[src/rtl/tt_um_restador_serial.sv]
// Bit-serial subtractor tile: D = A - B, one difference bit per clock, LSB first.
// Operands are captured on a rising edge of uio_in[0]. A single full-subtractor
// cell plus a borrow flop produces each bit. Results and flags appear on uo_out.
module tt_um_restador_serial #(
    parameter int WIDTH = 4
) (
    input  logic       clk,
    input  logic       rst_n,
    input  logic       ena,
    input  logic [7:0] ui_in,
    output logic [7:0] uo_out,
    input  logic [7:0] uio_in,
    output logic [7:0] uio_out,
    output logic [7:0] uio_oe
);

    typedef enum logic [1:0] {
        IDLE  = 2'd0,
        SHIFT = 2'd1,
        DONE  = 2'd2
    } state_t;

    // Operand bits beyond WIDTH are never used, so they are masked at capture.
    localparam logic [3:0] OPERAND_MASK = 4'((1 << WIDTH) - 1);
    localparam logic [1:0] LAST_BIT     = 2'(WIDTH - 1);

    state_t     state;
    state_t     state_next;
    logic [3:0] a_sr;
    logic [3:0] b_sr;
    logic [3:0] res;
    logic [3:0] res_shifted;
    logic [1:0] cnt;
    logic       bor;
    logic       bor_next;
    logic       start_q;
    logic       start_rise;
    logic       a0;
    logic       b0;
    logic       d;
    logic       unused_inputs;

    assign start_rise = uio_in[0] & ~start_q;
    assign a0         = a_sr[0];
    assign b0         = b_sr[0];

    // The full-subtractor cell: difference bit and the borrow into the next bit.
    assign d        = a0 ^ b0 ^ bor;
    assign bor_next = (~a0 & b0) | (~(a0 ^ b0) & bor);

    // The new difference bit enters at the top of the active WIDTH bits. After
    // WIDTH shifts, the LSB-first bits end up in their natural positions.
    always_comb begin
        res_shifted            = res >> 1;
        res_shifted[WIDTH - 1] = d;
    end

    // State register.
    always_ff @(posedge clk or negedge rst_n) begin
        if (!rst_n) begin
            state <= IDLE;
        end else begin
            state <= state_next;
        end
    end

    // Next-state logic. DONE always lasts a single cycle. A start edge is only
    // honoured while already sitting in IDLE.
    always_comb begin
        state_next = state;
        case (state)
            IDLE:    if (start_rise) state_next = SHIFT;
            SHIFT:   if (cnt == LAST_BIT) state_next = DONE;
            DONE:    state_next = IDLE;
            default: state_next = IDLE;
        endcase
    end

    // Datapath: capture the operands on start, then shift one bit per cycle.
    // The start sample is tracked in every state, so a held level never retriggers.
    always_ff @(posedge clk or negedge rst_n) begin
        if (!rst_n) begin
            a_sr    <= 4'd0;
            b_sr    <= 4'd0;
            res     <= 4'd0;
            bor     <= 1'b0;
            cnt     <= 2'd0;
            start_q <= 1'b0;
        end else begin
            start_q <= uio_in[0];
            if (state == IDLE && start_rise) begin
                a_sr <= ui_in[3:0] & OPERAND_MASK;
                b_sr <= ui_in[7:4] & OPERAND_MASK;
                bor  <= 1'b0;
                cnt  <= 2'd0;
            end else if (state == SHIFT) begin
                res  <= res_shifted;
                a_sr <= a_sr >> 1;
                b_sr <= b_sr >> 1;
                bor  <= bor_next;
                cnt  <= cnt + 2'd1;
            end
        end
    end

    assign uo_out  = {(state == SHIFT) & d, state == DONE, state == SHIFT, bor, res};
    assign uio_out = 8'h00;
    assign uio_oe  = 8'h00;

    // The enable and the spare bidirectional inputs have no function in this tile.
    assign unused_inputs = &{1'b0, ena, uio_in[7:1]};

endmodule

[config.mk]
export PLATFORM = sky130hd
export DESIGN_NAME = tt_um_restador_serial
export DESIGN_NICKNAME = d
export VERILOG_FILES = /design/src/rtl/tt_um_restador_serial.sv
export SDC_FILE = /design/constraint.sdc
export NUM_CORES = 1
export LEC_CHECK = 0
export CAP_MARGIN = 0
export CORE_ASPECT_RATIO = 0.5
export CORE_MARGIN = 8
export CORE_UTILIZATION = 35
export CTS_CLUSTER_DIAMETER = 60
export DETAILED_ROUTE_END_ITERATION = 8
export PLACE_DENSITY = 0.7
export REMOVE_ABC_BUFFERS = 1
export SYNTH_ARGS = -nofsm -noshare
export SYNTH_HDL_FRONTEND = slang
export SYNTH_SLANG_ARGS = --single-unit
[constraint.sdc]
create_clock -name clk -period 1.4 [get_ports clk]
set_input_delay 0.35 -clock clk [delete_from_list [all_inputs] [get_ports clk]]
set_output_delay 0.35 -clock clk [all_outputs]
set_load 0.03 [all_outputs]
---- Yosys cells after proc, flatten, opt, wreduce, memory -nomap -nowiden ----
Index checks and enable logic that the tools add are counted.
word-level totals
  logic and storage cells ................. 40
  register bits after elaboration ......... 18
  output and inout port bits .............. 24
  bits of input ports ..................... 19
operators by class
  mux-type cells .......................... 11
  reduce and logical (&&, ||, !) cells .... 5
  bitwise operators ....................... 11
  add/subtract/negate cells ............... 1
  equal/unequal tests ..................... 5
operators with widths
  cell                                                 number
  two-way mux 4 bit                                    4
  two-way mux 2 bit                                    4
  bitwise AND 1 bit                                    4
  equality test 2 bit, second input constant           2
  NOT 1 bit                                            4
  case mux 2 bit (2 select lines)                      1
  AND reduction 2 bit                                  2
  adder 2 x 1 -> 2 bit, second input constant          1
  equality test 2 x 1 -> 1 bit, second input constant  1
  zero test 2 bit                                      1
  two-way mux 1 bit                                    2
  != test 2 x 1 -> 1 bit, second input constant        1
  != test 2 bit, second input constant                 1
  nonzero test 2 bit                                   1
  bitwise XOR 1 bit                                    2
  logical AND 1 bit                                    1
  bitwise OR 1 bit                                     1

---- Logic depth before layout (Yosys ltp) ----
Gate-level depths: netlist of the first run.
  word-level depth ........................ 6
  mapped depth ............................ 5
  mapped depth without buffers ............ 4

---- Least setup slack after synthesis of the first run ----
No wires, ideal clock.
  path type ............................... register -> output
  start point ............................. reg b_sr[0]
  end point ............................... out uo_out[7]
  stages on the path, launching flop included .. 3
  required time ........................... 1.050 ns
  data arrival time ....................... 1.280 ns
  path buffers ............................ 0
  path slack .............................. -0.230 ns
  path through ............................ dfrtp_1 > fa_1 > nor2_1
between the ends
  longest elaborated chain between the ends .. 3
RTL lines
  what                            line  RTL
  start: declaration              30    logic [3:0] b_sr;
  start signal: assignment        93    b_sr <= ui_in[7:4] & OPERAND_MASK;
  start signal: assignment        99    b_sr <= b_sr >> 1;
  bitwise XOR 1 bit (2 in a row)  48    assign d = a0 ^ b0 ^ bor;
  bitwise AND 1 bit               106   assign uo_out = {(state == SHIFT) & d, state == DONE, state == SHIFT, bor, res};
  end: declaration                11    output logic [7:0] uo_out,
Every way passes these cells.

---- Worst setup path after layout of the first run ----
  start point ............................. reg a_sr[0]
  end point ............................... out uo_out[7]
between the ends
  longest elaborated chain between the ends .. 3
RTL lines
  what                            line  RTL
  start: declaration              29    logic [3:0] a_sr;
  start signal: assignment        92    a_sr <= ui_in[3:0] & OPERAND_MASK;
  start signal: assignment        98    a_sr <= a_sr >> 1;
  bitwise XOR 1 bit (2 in a row)  48
  bitwise AND 1 bit               106
Every way passes these cells.

==> flow_metrics.py, run 1 <==
metrics = {
    "critical_path": {
        "critPathRequiredTime_ns": 1.05,
        "reg2reg_from": "a_sr[0]",
        "worst_setup_end_kind": "output port",
        "crit_path_max_fanout": 2,
        "startpoint": "a_sr[0]",
        "worst_r2r_endpoint": "res[3]",
        "timing.setup.critical_path_class": "flip-flop to output port",
        "worst_setup_path_start_kind": "flip-flop",
        "crit_path_cell_trace": "inv_2, fa_1, nor2_2, buf_6",
        "reg2reg_setup_slack_ns": 0.05,
        "cell_type_of_the_slowest_stage_on_the_worst_timing_path": "fa_1",
        "timing.critical_path.slowest_cell_delay_ns": 0.48,
        "crit_arrival_ns": 1.40,
        "endpoint": "uo_out[7]",
        "r2r_cells": 5,
    },
    "drt": {
        "detailroute.wirelength.met3_um": 110,
        "topRoutingLayerUsed": "met4",
        "drt_drc_violations_left": 0,
        "vias_per_cell": 4.13,
        "drt_iter0_markers": 18,
        "met1_length_um": 833,
        "wl_per_cell_um": 11.7,
        "vias": 660,
        "antenna_left": 0,
        "dr_wl_met2_um": 900,
        "drt-pass1-iter-count": 4,
        "total_routed_length_mm": 1.87,
    },
    "grt": {
        "gr-total-overflow": 0,
        "grt_pass1_wl_mm": 3.02,
        "grt_max_degree": 19,
        "first_global_vias": 726,
        "antenna_found_initial": 0,
        "grt_util_all_layers": 0.0825,
    },
    "layout": {
        "area_growth_syn_to_layout_pct": 35.4,
        "nets": 146,
        "antennaDiodeCount": 0,
        "finalNonFillerCells": 160,
        "layout-drive-gt1-share": 0.309,
    },
    "sta": {
        "final.setup_skew_ns": 0.000612,
        "post-route-period-util": 1.25,
        "number_of_max_slew_violations_in_the_final_report": 0,
        "finalCriticalPeriod_ns": 1.75,
        "finalHoldViolations": 0,
        "max_freq_mhz": 572,
        "layout_setup_ws_ns": -0.348,
        "finalSetupViolCount": 1,
        "rsz_0062_raised_after_global_routing": "true",
    },
    "clocking": {
        "clock-root-buffer": "clkbuf_8",
        "cts-buffers-inserted": 3,
        "clkTransAtPathRegs_ns": 0.06,
        "cts_max_path_buffers": 2,
        "latest_clock_arrival_within_the_worst_skew_pair_ns": 0.25,
        "cts.sinks": 18,
        "tritoncts_clock_tree": "yes",
        "htree_num_levels": 1,
        "postCtsHoldBufs": 0,
    },
    "synth": {
        "synth_area_leaders": "dfrtp_1, buf_4, nand2_1, o21ai_0, mux2i_1",
        "yosys.area.top_type_share": 0.490,
        "netlist_instances": 89,
        "postSynthRegisterBits": 18,
        "avgSynthCellArea_um2": 10.3,
        "ys_seq_area_frac": 0.490,
        "netlist-cell-type-count": 23,
        "synth_warnings": 0,
        "mappedNetlistArea_um2": 918,
        "synthDominantAreaCellType": "dfrtp_1",
    },
    "placement": {
        "gp_congestion": 0.751,
        "pre_cts_slack_ns": -0.257,
        "numPlacedInstances": 151,
        "detailed_place_hpwl_mm": 1.39,
        "port_buffers": 18,
    },
    "power_and_ir_drop": {
        "leakage_power_nw": 0.647,
        "power_density_mw_per_mm2": 2230,
        "vdd_drop_max_mv": 0.721,
    },
    "outcome": {
        "failed_checks": "negative setup slack",
        "outcome": "finished with violations",
    },
    "min_path": {
        "classification_of_the_worst_slack_hold_path": "input port to flip-flop",
    },
    "die": {
        "fp.dieW_um": 88.4,
        "io_pins": 43,
        "core_mm2": 0.00254,
        "start_util": 0.362,
        "die-height_um": 52.2,
        "full_die_area_mm2": 0.00462,
        "row_count": 13,
    },
    "job": {
        "timing.max_cap.violations": 0,
    },
}
==> state kept, by name, summed over array words and instances, names as in the netlist <==
register / flops
res: 4
a_sr: 4
state: 2
bor: 1
b_sr: 4
cnt: 2
start_q: 1
==> through the flow <==
step                 util  setup TNS, ns  power, mW  hold slack [ns]  cell area [um2]
detailed placement  0.443          -2.19       2.20            0.467             1120
global placement    0.443          -1.82       2.16            0.463             1120
global route        0.490         -0.464       2.97            0.237             1240
finish              0.490         -0.348       2.77            0.248             1240
CTS                 0.476         -0.350       2.70            0.438             1210
floorplan               -         -0.760       1.62           0.0544              820
==> how the worst min path moves through the flow <==
stage | slack [ns] | to | start | cells past startpoint
after floorplan | 0.05 | a_sr[0] | rst_n | 0
after global placement | 0.46 | b_sr[2] | b_sr[2] | 1
after detailed placement | 0.47 | b_sr[2] | b_sr[2] | 1
after CTS | 0.44 | b_sr[0] | rst_n | 2
after global routing | 0.24 | start_q | uio_in[0] | 1
final | 0.25 | start_q | uio_in[0] | 1
==> cell families after synthesis <==
logic type | synth area share
other | 0.00408
AO/OA/AOI/OAI | 0.101
multiplexers | 0.0450
buffers and inverters | 0.177
flip-flops | 0.490
AND/OR/NAND/NOR | 0.147
adder cells (fa/ha/maj) | 0.0354
==> Yosys cell counts <==
cell and n:
buf_4 20, nand2_1 20, dfrtp_1 18, o21ai_0 7, a21o_1 3, mux2i_1 3, a22o_1 2, a221o_1 1
and2_1 1, buf_2 1, conb_1 1, fa_1 1, ha_1 1, inv_1 1, inv_2 1, mux2_2 1
nand2b_2 1, nor2_1 1, nor2_2 1, nor2b_1 1, nor3_1 1, nor4b_4 1, o21bai_1 1
==> routing by layer <==
metal,track usage,vias up
li1,-,323
met3,0.0281,2
met2,0.154,27
met4,0.0249,0
met1,0.0869,308
met5,0,-
==> power by group <==
group / internal [mW] / total (mW) / switching, mW
clock network: 0.191 / 0.351 / 0.160
logic: 0.769 / 1.55 / 0.780
registers: 0.732 / 0.875 / 0.143
total: 1.69 / 2.77 / 1.08
==> final cells by class <==
class / instances / area, um2
clock buffers: 3 / 41.3
multi-input cells: 63 / 369
repair buffers: 37 / 320
flip-flops and latches: 18 / 452
inverters: 2 / 15.0
well taps: 37 / 46.3
fillers: 232 / 1290
==> timing repair <==
item,CTS,global route
gates resized for setup,10,2
pin swaps,2,1
buffers inserted,2,4
endpoints found under the hold margin,0,0
setup endpoints to repair,2,10
==> cell usage in the layout (no fill, tap or decap), drive strengths merged <==
master / Yosys / routed
buf: 21 / 27
nand2: 20 / 20
dfrtp: 18 / 18
conb: 1 / 16
clkdlybuf4s50: 0 / 9
o21ai: 7 / 7
mux2i: 3 / 3
a21o: 3 / 3
clkbuf: 0 / 3
nor2: 2 / 2
a22o: 2 / 2
inv: 2 / 2
nand2b: 1 / 1
nor2b: 1 / 1
nor4b: 1 / 1
mux2: 1 / 1
o21bai: 1 / 1
and2: 1 / 1
nor3: 1 / 1
a221o: 1 / 1
fa: 1 / 1
ha: 1 / 1
dlymetal6s2s: 0 / 1
==> critical path, delay by kind of cell (launching register included) <==
family                   cells  cell delay, ns
flip-flops                   1            0.34
AND/OR/NAND/NOR              1            0.13
adder cells (fa/ha/maj)      1            0.48
buffers and inverters        2            0.20
No activity file was read; power rests on OpenSTA's default activity.
==> inputs of run 2 (changes only) <==
--- a/config.mk
+++ b/config.mk
@@ -6,12 +6,11 @@
 export NUM_CORES = 1
 export LEC_CHECK = 0
 export CAP_MARGIN = 0
-export CORE_ASPECT_RATIO = 0.5
 export CORE_MARGIN = 8
-export CORE_UTILIZATION = 35
+export CORE_UTILIZATION = 40
 export CTS_CLUSTER_DIAMETER = 60
 export DETAILED_ROUTE_END_ITERATION = 8
-export PLACE_DENSITY = 0.7
+export PLACE_DENSITY = 0.78
 export REMOVE_ABC_BUFFERS = 1
 export SYNTH_ARGS = -nofsm -noshare
 export SYNTH_HDL_FRONTEND = slang
==> run 2 against run 1 <==
Compared with the run above:
- wire length shrank 3.5%
- global-route usage grew 1.3 points
- worst setup slack lost 0.058 ns
- sequential cell count is the same
- non-clock buffer count shrank 4
- critical endpoint unchanged
- the run still ends with negative setup slack left
==> flow_metrics.py, run 2 (same netlist as run 1, synthesis figures left out) <==
metrics = {
    "grt": {
        "gr-total-overflow": 0,
        "grt_pass1_wl_mm": 3.17,
        "first_global_vias": 757,
        "grt_max_degree": 19,
        "antenna_found_initial": 0,
        "grt_util_all_layers": 0.0958,
    },
    "placement": {
        "detailed_place_hpwl_mm": 1.36,
        "pre_cts_slack_ns": -0.279,
        "gp_congestion": 0.749,
        "numPlacedInstances": 141,
        "port_buffers": 18,
    },
    "layout": {
        "filler_instances": 194,
        "area_growth_syn_to_layout_pct": 30.7,
        "layout_top_registers": "a_sr (4), b_sr (4), res (4)",
        "layout-drive-gt1-share": 0.300,
        "finish.utilization": 0.548,
        "final_common_cell": "nand2_1",
        "finalNonFillerCells": 148,
        "mostFrequentLayoutCells": "nand2_1, dfrtp_1, conb_1",
        "nets": 142,
        "antennaDiodeCount": 0,
    },
    "critical_path": {
        "cell_type_of_the_slowest_stage_on_the_worst_timing_path": "fa_1",
        "timing.setup.critical_path_class": "flip-flop to output port",
        "crit_path_max_fanout": 2,
        "critPathRequiredTime_ns": 1.05,
        "worst_setup_end_kind": "output port",
        "timing.critical_path.slowest_cell_delay_ns": 0.47,
        "crit_arrival_ns": 1.46,
        "crit_path_cell_trace": "fa_1, nor2_2, buf_6",
        "worst_setup_path_start_kind": "flip-flop",
    },
    "clocking": {
        "latest_clock_arrival_within_the_worst_skew_pair_ns": 0.29,
        "clock-root-buffer": "clkbuf_4",
        "cts.sinks": 18,
        "clkTransAtPathRegs_ns": 0.10,
        "cts-buffers-inserted": 3,
        "tritoncts_clock_tree": "yes",
        "cts_max_path_buffers": 2,
        "htree_num_levels": 1,
    },
    "drt": {
        "drt-pass1-iter-count": 2,
        "wl_per_cell_um": 12.2,
        "drt_iter0_markers": 13,
        "antenna_left": 0,
        "drt_drc_violations_left": 0,
        "vias": 661,
        "vias_per_cell": 4.47,
        "total_routed_length_mm": 1.80,
    },
    "die": {
        "core_mm2": 0.00219,
        "fp.dieW_um": 63.9,
        "row_count": 17,
        "io_pins": 43,
        "start_util": 0.419,
        "die-height_um": 63.9,
        "full_die_area_mm2": 0.00409,
    },
    "sta": {
        "finalSetupViolCount": 3,
        "number_of_max_slew_violations_in_the_final_report": 0,
        "post-route-period-util": 1.29,
        "layout_setup_ws_ns": -0.406,
        "rsz_0062_raised_after_global_routing": "true",
        "max_freq_mhz": 554,
        "finalCriticalPeriod_ns": 1.81,
        "final.setup_skew_ns": 0.00152,
        "finalHoldViolations": 0,
        "whs_ns": 0.375,
    },
    "power_and_ir_drop": {
        "leakage_power_nw": 0.617,
        "finalPower_mw": 2.63,
        "vdd_drop_max_mv": 1.35,
        "power_density_mw_per_mm2": 2190,
    },
    "job": {
        "timing.max_cap.violations": 0,
    },
    "outcome": {
        "outcome": "finished with violations",
        "failed_checks": "negative setup slack",
    },
    "min_path": {
        "classification_of_the_worst_slack_hold_path": "input port to asynchronous set/reset pin",
    },
}
==> run 2: cell types whose count changed in the layout (fill, tap and decap cells not counted), sizes merged <==
cell,before,now
buf,27,21
clkbuf,3,6
clkdlybuf4s50,9,10
dlymetal6s2s,1,0
==> run 2: final cells by class <==
type | instances | area [um2] | area share
Sequential cell | 18 | 452 | 0.376
Clock buffer | 4 | 36.3 | 0.0302
Tap cell | 28 | 35.0 | 0.0292
Timing Repair Buffer | 33 | 290 | 0.242
Multi-Input combinational cell | 63 | 377 | 0.314
Inverter | 2 | 10.0 | 0.00834
==> run 2: critical path: cells and delay by family (launching register included) <==
family / cells / cell delay, ns
adders and majority gates: 1 / 0.47
buffers and inverters: 1 / 0.15
DFF: 1 / 0.41
and+or+nand+nor: 1 / 0.14
==> run 2: path summary, 6_finish.rpt <==
kind                               start         to  slack (ns)  cells after the start
worst max-delay path                 bor  uo_out[7]       -0.41                      3
worst min-delay path               rst_n     res[2]        0.37                      2
worst max register to register  state[1]    a_sr[0]        0.06                      5
worst min register to register    res[0]     res[0]        0.48                      2
max in group asynchronous          rst_n   state[0]        0.82                      2
min in group clk                  res[0]     res[0]        0.48                      2
==> run 2: layer usage <==
metal,vias to the layer above,global-route usage,wire [um]
li1,319,-,-
met1,309,0.106,791
met2,31,0.158,860
met3,2,0.0453,141
met4,0,0.0334,8
met5,-,0,0
==> run 2: what timing repair did <==
item                                    CTS  global route
hold buffers                              0             0
buffers inserted                          2             1
endpoints found under the setup margin    4             7
cloned                                    0             0
pin swaps                                 2             0
resized for setup                        10             9
==> run 2: power breakdown <==
| group | total (mW) | leakage (nW) | internal [mW] | switching, mW |
|---|---|---|---|---|
| combinational | 1.44 | 0.368 | 0.681 | 0.758 |
| clock | 0.317 | 0.0210 | 0.159 | 0.159 |
| sequential | 0.875 | 0.228 | 0.730 | 0.145 |
==> run 2: per-stage QoR <==
stage / cell area (um2) / TNS, ns
after floorplan: 820 / -0.760
after global placement: 1110 / -1.92
after detailed placement: 1110 / -2.20
after CTS: 1180 / -0.465
after global routing: 1200 / -0.690
final: 1200 / -0.515
